===== config.mk =====
export PLATFORM = sky130hd
export DESIGN_NAME = imem_loader
export DESIGN_NICKNAME = d
export VERILOG_FILES = /design/src/rtl/imem_loader.sv
export SDC_FILE = /design/constraint.sdc
export NUM_CORES = 1
export LEC_CHECK = 0
export CORE_AREA = 5 5 151 153
export CTS_CLUSTER_SIZE = 12
export DETAILED_ROUTE_END_ITERATION = 8
export DIE_AREA = 0 0 156 158
export GPL_TIMING_DRIVEN = 0
export SYNTH_ARGS = -nofsm -noshare
export SYNTH_HDL_FRONTEND = slang
export SYNTH_SLANG_ARGS = --single-unit

===== constraint.sdc =====
create_clock -name clk_i -period 7.1 [get_ports clk_i]
set_clock_uncertainty 0.2 [all_clocks]
set_input_delay 1.065 -clock clk_i [delete_from_list [all_inputs] [get_ports clk_i]]
set_output_delay 1.065 -clock clk_i [all_outputs]
set_load 0.02 [all_outputs]

===== src/rtl/imem_loader.sv =====
// ============================================================================
// Module   : imem_loader
// Summary  : Boot-time loader that assembles a length-prefixed byte stream into
//            little-endian words and holds the CPU in reset until complete.
//            Optional trailing XOR checksum: define IMEM_LOADER_CHECKSUM_EN.
// Revision : 1.0  initial release
// ============================================================================
`default_nettype none

module imem_loader #(
    parameter int DEPTH_BYTES = 1024,
    parameter int ADDR_WIDTH  = 32
) (
    input  logic                  clk_i,
    input  logic                  rst_n_i,
    input  logic                  start_i,
    input  logic [7:0]            byte_i,
    input  logic                  byte_valid_i,
    output logic                  byte_ready_o,
    output logic                  wr_en_o,
    output logic [ADDR_WIDTH-1:0] wr_addr_o,
    output logic [31:0]           wr_data_o,
    output logic                  busy_o,
    output logic                  done_o,
    output logic                  error_o,
    output logic                  cpu_hold_o
);

    typedef enum logic [2:0] {
        S_IDLE   = 3'd0,
        S_LEN_LO = 3'd1,
        S_LEN_HI = 3'd2,
        S_DATA   = 3'd3,
`ifdef IMEM_LOADER_CHECKSUM_EN
        S_CHK    = 3'd4,
`endif
        S_DONE   = 3'd5,
        S_ERR    = 3'd6
    } state_t;

    localparam logic [31:0] c_depth = 32'(DEPTH_BYTES);

    state_t                r_state;
    state_t                w_next;
    logic [7:0]            r_len_lo;
    logic [15:0]           r_len;
    logic [15:0]           r_cnt;
    logic [23:0]           r_asm;
    logic [ADDR_WIDTH-1:0] r_addr;
    logic                  r_wr_en;
    logic [ADDR_WIDTH-1:0] r_wr_addr;
    logic [31:0]           r_wr_data;
`ifdef IMEM_LOADER_CHECKSUM_EN
    logic [7:0]            r_csum;
`endif

    logic        w_in_session;
    logic        w_accept;
    logic [15:0] w_len_full;
    logic        w_len_bad;
    logic [15:0] w_cnt_nxt;
    logic        w_word_done;
    logic        w_payload_end;

    // Ready is a pure state decode, so the handshake never depends on byte_valid_i.
    assign w_in_session  = (r_state == S_LEN_LO) || (r_state == S_LEN_HI) ||
`ifdef IMEM_LOADER_CHECKSUM_EN
                           (r_state == S_CHK) ||
`endif
                           (r_state == S_DATA);
    assign w_accept      = byte_valid_i && w_in_session;
    assign w_len_full    = {byte_i, r_len_lo};
    assign w_len_bad     = ({16'd0, w_len_full} > c_depth) || (w_len_full[1:0] != 2'b00);
    assign w_cnt_nxt     = r_cnt + 16'd1;
    assign w_word_done   = w_accept && (r_state == S_DATA) && (r_cnt[1:0] == 2'b11);
    assign w_payload_end = w_word_done && (w_cnt_nxt == r_len);

    always_ff @(posedge clk_i or negedge rst_n_i) begin
        if (!rst_n_i) begin
            r_state <= S_IDLE;
        end else begin
            r_state <= w_next;
        end
    end

    always_comb begin
        w_next       = r_state;
        byte_ready_o = w_in_session;
        busy_o       = w_in_session;
        done_o       = (r_state == S_DONE);
        error_o      = (r_state == S_ERR);
        cpu_hold_o   = (r_state != S_DONE);
        case (r_state)
            S_IDLE, S_DONE, S_ERR: begin
                if (start_i) begin
                    w_next = S_LEN_LO;
                end
            end
            S_LEN_LO: begin
                if (w_accept) begin
                    w_next = S_LEN_HI;
                end
            end
            S_LEN_HI: begin
                if (w_accept) begin
                    if (w_len_bad) begin
                        w_next = S_ERR;
                    end else if (w_len_full == 16'd0) begin
`ifdef IMEM_LOADER_CHECKSUM_EN
                        w_next = S_CHK;
`else
                        w_next = S_DONE;
`endif
                    end else begin
                        w_next = S_DATA;
                    end
                end
            end
            S_DATA: begin
                if (w_payload_end) begin
`ifdef IMEM_LOADER_CHECKSUM_EN
                    w_next = S_CHK;
`else
                    w_next = S_DONE;
`endif
                end
            end
`ifdef IMEM_LOADER_CHECKSUM_EN
            S_CHK: begin
                if (w_accept) begin
                    w_next = (byte_i == r_csum) ? S_DONE : S_ERR;
                end
            end
`endif
            default: w_next = S_IDLE;
        endcase
    end

    always_ff @(posedge clk_i or negedge rst_n_i) begin
        if (!rst_n_i) begin
            r_len_lo  <= 8'd0;
            r_len     <= 16'd0;
            r_cnt     <= 16'd0;
            r_asm     <= 24'd0;
            r_addr    <= '0;
            r_wr_en   <= 1'b0;
            r_wr_addr <= '0;
            r_wr_data <= 32'd0;
`ifdef IMEM_LOADER_CHECKSUM_EN
            r_csum    <= 8'd0;
`endif
        end else begin
            r_wr_en <= 1'b0;
            if (start_i && !w_in_session) begin
                r_cnt     <= 16'd0;
                r_addr    <= '0;
                r_wr_addr <= '0;
`ifdef IMEM_LOADER_CHECKSUM_EN
                r_csum    <= 8'd0;
`endif
            end
            if (w_accept) begin
                case (r_state)
                    S_LEN_LO: r_len_lo <= byte_i;
                    S_LEN_HI: r_len    <= w_len_full;
                    S_DATA: begin
                        r_cnt <= w_cnt_nxt;
`ifdef IMEM_LOADER_CHECKSUM_EN
                        r_csum <= r_csum ^ byte_i;
`endif
                        case (r_cnt[1:0])
                            2'd0: r_asm[7:0]   <= byte_i;
                            2'd1: r_asm[15:8]  <= byte_i;
                            2'd2: r_asm[23:16] <= byte_i;
                            default: begin
                                // Lane 3 completes the word; publish it with its address.
                                r_wr_en   <= 1'b1;
                                r_wr_data <= {byte_i, r_asm};
                                r_wr_addr <= r_addr;
                                r_addr    <= r_addr + ADDR_WIDTH'(4);
                            end
                        endcase
                    end
                    default: ;
                endcase
            end
        end
    end

    assign wr_en_o   = r_wr_en;
    assign wr_addr_o = r_wr_addr;
    assign wr_data_o = r_wr_data;

endmodule

`default_nettype wire


# After elaboration in Yosys (flattened, before gate mapping)
# Cells that the tools add are included.
# totals
reg_bits,164
elab_cells,72
out_inout_bits,70
# classes
add_sub_neg,2
bitwise_logic,1
mux,21
reduce_logical,22
eq_ne,14
n_lt_le_gt_ge,1
# op_table
op,count
2-to-1 mux 32 bit,8
2-to-1 mux 16 bit,3
adder 32 x 3 -> 32 bit (second input constant),1
2-to-1 mux 3 bit,6
adder 16 x 1 -> 16 bit (second input constant),1
== test 16 bit,1
greater-than comparator 16 x 11 -> 1 bit (second input constant),1
logical NOT 16 bit,1
one-hot mux 3 bit (4 select lines),1
AND reduction 3 bit,4
!= test 2 bit (second input constant),4
== test 3 x 2 -> 1 bit (second input constant),2
== test 3 bit (second input constant),2
OR reduction 3 bit,2
logical AND 1 bit,5
== test 2 bit (second input constant),2
AND reduction 2 bit,2
AND reduction 4 bit,1
== test 3 x 1 -> 1 bit (second input constant),1
logical NOT 3 bit,1
logical OR 1 bit,3
2-to-1 mux 1 bit,3
!= test 3 bit (second input constant),1
== test 2 x 1 -> 1 bit (second input constant),1
4 further kinds,4

# Depth between registers and ports, before layout
# logic_depth
word_depth,9
depth_mapped,10
mapped_depth_nobuf,8

# Least setup slack after synthesis
# No wires, ideal clock.
# synth_timing
path_type,input to register
from,input port byte_valid_i
to,register r_state[1]
required_ns,6.774
n_path_buf,1
setup_slack_ns,4.166
stages,8
arrival_ns,2.608
path_cell_list,and4b_1 > buf_2 > nand2_2 > nor4_1 > nand4_1 > a2111oi_2 > a41oi_1 > a221o_1
# synth_via
elab_chain_cells,6
word_cells_on_any_way,8
# synth_rtl
item,line,source
"start, declared",18,"input logic byte_valid_i,"
logical AND 1 bit *,71,assign w_accept = byte_valid_i && w_in_session;
logical AND 1 bit (2 in a row),75,assign w_word_done = w_accept && (r_state == S_DATA) && (r_cnt[1:0] == 2'b11);
logical AND 1 bit,76,assign w_payload_end = w_word_done && (w_cnt_nxt == r_len);
!= test 2 bit (no line),n/a,
AND reduction 4 bit (no line) *,n/a,
"end signal, assigned",82,r_state <= w_next;
"end, declared",43,state_t r_state;
# Every way passes the cells marked *; elsewhere a longest branch is shown, timed or not.
# A chain may end at the register's enable or synchronous reset.

# Worst setup path in the final report
# Same ends and word-level chain as after synthesis.

==> results.ini <==
[cts]
clockBufferDepth = 2
clk_pin_slew_ps = 60
hold_buffers = 0
htree_levels = 4
clkSinkCount = 164
cts_tree = yes
clock_latency_ps = 430
cts_buffers = 17
cts_resized = 0
postCtsSetupBuffers = 0
root_buffer = clkbuf_16

[timing]
setup_viol = 0
hold_viol = 0
final.setup.worst_slack_ps = 3630
period_needed_ps = 3470
slew_headroom = 0.546
fmax_mhz = 288
worst_slew_pin_slew_ps = 681
post-route-period-util = 0.489
rsz0062_at_grt = no
final-max-slew-violation-count = 0

[power_and_ir_drop]
power.internal_mw = 2.02
power_frac_clock = 0.320
total_power_mw = 2.94
power_leakage_nw = 4.16
switchingPower_uw = 921
power_density_nw_per_um2 = 322
switching_share = 0.313
pwr-share-seq = 0.421
combPwrFrac = 0.259
peakVddDrop_mv = 0.163

[die]
initial_core_util = 0.343
core_area_um2 = 21400
io_pins = 82
die_x_um = 156
dieArea_um2 = 24600
die-height_um = 158
row_count = 54

[logic_synthesis]
ys_ff_latch = 164
synth-edff-count = 0
synth_xor_area_frac = 0.0358
synth_ff_type = dfrtp_1
synth-compound-area-share = 0.0732
syn-num-nets = 763
synthMuxAreaShare = 0.0789
yosys.cell_count.top_type = nand2_1
ys_types = 49
yosysTopAreaCellShare = 0.559
synth_commonest_cells = nand2_1 (200), dfrtp_1 (164), nand3_1 (77), mux2_2 (47), o21ai_0 (44)
async_flop_share = 1.00
yosysSeqAreaShare = 0.559
yosys_warnings = 0
synthCells = 746
synth_top_family_by_area = simple AND/OR/NAND/NOR gates
yosys.area_share.simple = 0.217
synth_top_area_cell = dfrtp_1
syn_area_um2 = 7350
post_synth.cell_area_avg_um2 = 9.85
yosys-top-cells-area = dfrtp_1 (56%), nand2_1 (10%), mux2_2 (7.2%)
synth_fa_ha_area_frac = 0.00852

[finish]
seq_area_um2 = 4100
drive_above_1_share = 0.114
fin_cells = 1139
areaGrowthSynthToFinish_pct = 24.3
finalCoreUtilization = 0.426
multi_input_area_um2 = 3040
layout.nets = 863
antennaDiodeCount = 0
nFillCells = 2080

[status]
outcome = completed

[detailed_routing]
via_per_inst = 5.01
initialDrtViolationCount = 345
dr.pass1.iters = 4
drc = 0
totalWireLength_mm = 18.1
vias = 5707
wl_per_cell_um = 15.9
ant_nets = 0

[run]
cap_violations = 0

[setup_path]
cp-start-kind = input pin
r2r-start = r_cnt[1]
worstSetupPathType = input pin to flip-flop
critPathMaxStageDelay_ps = 530
crit_path_top_delay_cell = clkdlybuf4s50_1
crit_path_start = byte_valid_i
worstPathRequired_ps = 7210
r2r_slack_ps = 4090
worst_ep_arrival_time_ps = 3580
cp_max_fo = 8
crit_chain = clkdlybuf4s50_1 > and4b_1 > buf_2 > nand2_2 > nor4_1 > nand4_1 > a2111oi_2 > a41oi_1 > a221o_1
reg2reg_to = r_state[1]
worstRegToRegCells = 8
end_kind = flip-flop

[grt]
grt_pass1_vias = 5648
grt_max_degree = 87
grt.total_usage = 0.153
antenna_found_initial = 0
grt_first_pass_wirelength_mm = 30.1
gr-total-overflow = 0

[worst_hold_path]
worstHoldStart = r_addr[0]
min_to = wr_addr_o[0]
min_path_cells = 2
hold_class = flip-flop to flip-flop

[placed_design]
hpwl_mm = 12.4
dpl_worst_slack_ps = 3150
portBuffers = 80
place_congestion = 0.824
dp_cells = 1107

[critical path, delay by kind of cell]
family	cells	cell delay (ps)
buffers and inverters	2	750
AOI/OAI and AO/OA	3	860
and+or+nand+nor	4	910
[per-layer routing]
metal / GRT usage / wire (µm) / up-vias
met3: 0.0314 / 702 / 16
li1: - / - / 2769
met4: 0.0417 / 199 / 0
met2: 0.250 / 8780 / 113
met1: 0.208 / 8390 / 2809
met5: 0 / 0 / -
[power by group through the flow]
| stage | Sequential (mW) | Combinational (mW) | Clock [mW] |
|---|---|---|---|
| 2_1_floorplan | 1.28 | 0.462 | 0 |
| 4_1_cts | 1.24 | 0.772 | 0.958 |
| 5_1_grt | 1.26 | 0.838 | 1.00 |
| 3_3_place_gp | 1.25 | 0.753 | 0 |
| 6_report | 1.24 | 0.760 | 0.940 |
| 3_5_place_dp | 1.25 | 0.770 | 0 |
[layout by cell type, fill, tap and decap left out, types with 3 or more instances in the layout]
| cell | synthesis | layout |
|---|---|---|
| clkbuf_16 | 0 | 17 |
| o31ai_1 | 9 | 9 |
| clkinvlp_4 | 0 | 3 |
| nand4_1 | 13 | 13 |
| nor2_1 | 25 | 25 |
| buf_2 | 7 | 7 |
| a21oi_1 | 12 | 12 |
| xnor2_1 | 17 | 17 |
| a31oi_1 | 4 | 4 |
| ha_1 | 5 | 5 |
| mux2i_1 | 5 | 5 |
| inv_1 | 8 | 8 |
| clkbuf_2 | 3 | 3 |
| nor3_1 | 5 | 5 |
| o41ai_1 | 3 | 3 |
| and3_1 | 8 | 8 |
| buf_1 | 5 | 5 |
| and4_1 | 4 | 4 |
| o21ai_0 | 44 | 44 |
| clkbuf_1 | 25 | 26 |
| xor2_1 | 13 | 13 |
| nor4_1 | 6 | 6 |
| nand3_1 | 77 | 77 |
| mux2_2 | 47 | 47 |
| nand2_1 | 200 | 200 |
| dfrtp_1 | 164 | 164 |
| and2_1 | 6 | 6 |
| o311ai_0 | 4 | 4 |
| clkdlybuf4s50_1 | 0 | 79 |
[flip-flops by register name, summed over array words and instances (netlist names)]
register / flops
wr_en_o: 1
r_asm: 24
r_len: 16
r_state: 3
wr_addr_o: 32
wr_data_o: 32
r_addr: 32
r_len_lo: 8
r_cnt: 16
[worst max-delay path by stage]
stage                                to  slack [ps]  cells past startpoint
final                        r_state[1]        3630                      9
after global routing         r_state[1]        3450                      9
after detailed placement     r_state[1]        3150                      9
after CTS                    r_state[1]        3600                      9
after floorplan              r_state[1]        4170                      8
after global placement    wr_data_o[29]       -2270                      1
[kinds of logic after synthesis]
| group | after synthesis |
|---|---|
| multiplexers | 52 |
| flip-flops | 164 |
| buffers and inverters | 50 |
| XOR/XNOR | 30 |
| AND/OR/NAND/NOR | 357 |
| AO/OA/AOI/OAI | 88 |
| adder cells (fa/ha/maj) | 5 |
[layout make-up]
class,count,share of cell area
buffer,41,0.0186
clock buffer,20,0.0500
clock inverter,12,0.0160
inverter,9,0.00370
multi-input combinational,532,0.333
sequential,164,0.449
tap,280,0.0384
timing repair buffer,81,0.0912
[metrics by stage]
step           hold WS [ps]  setup TNS (ps)  area (µm²)
5_1_grt                 279               0        9130
6_report                254               0        9130
4_1_cts                 258               0        9130
3_3_place_gp            242         -369010        8500
2_1_floorplan           230               0        7350
3_5_place_dp            246               0        8530
Note: power is estimated with default switching activity, not from simulation.
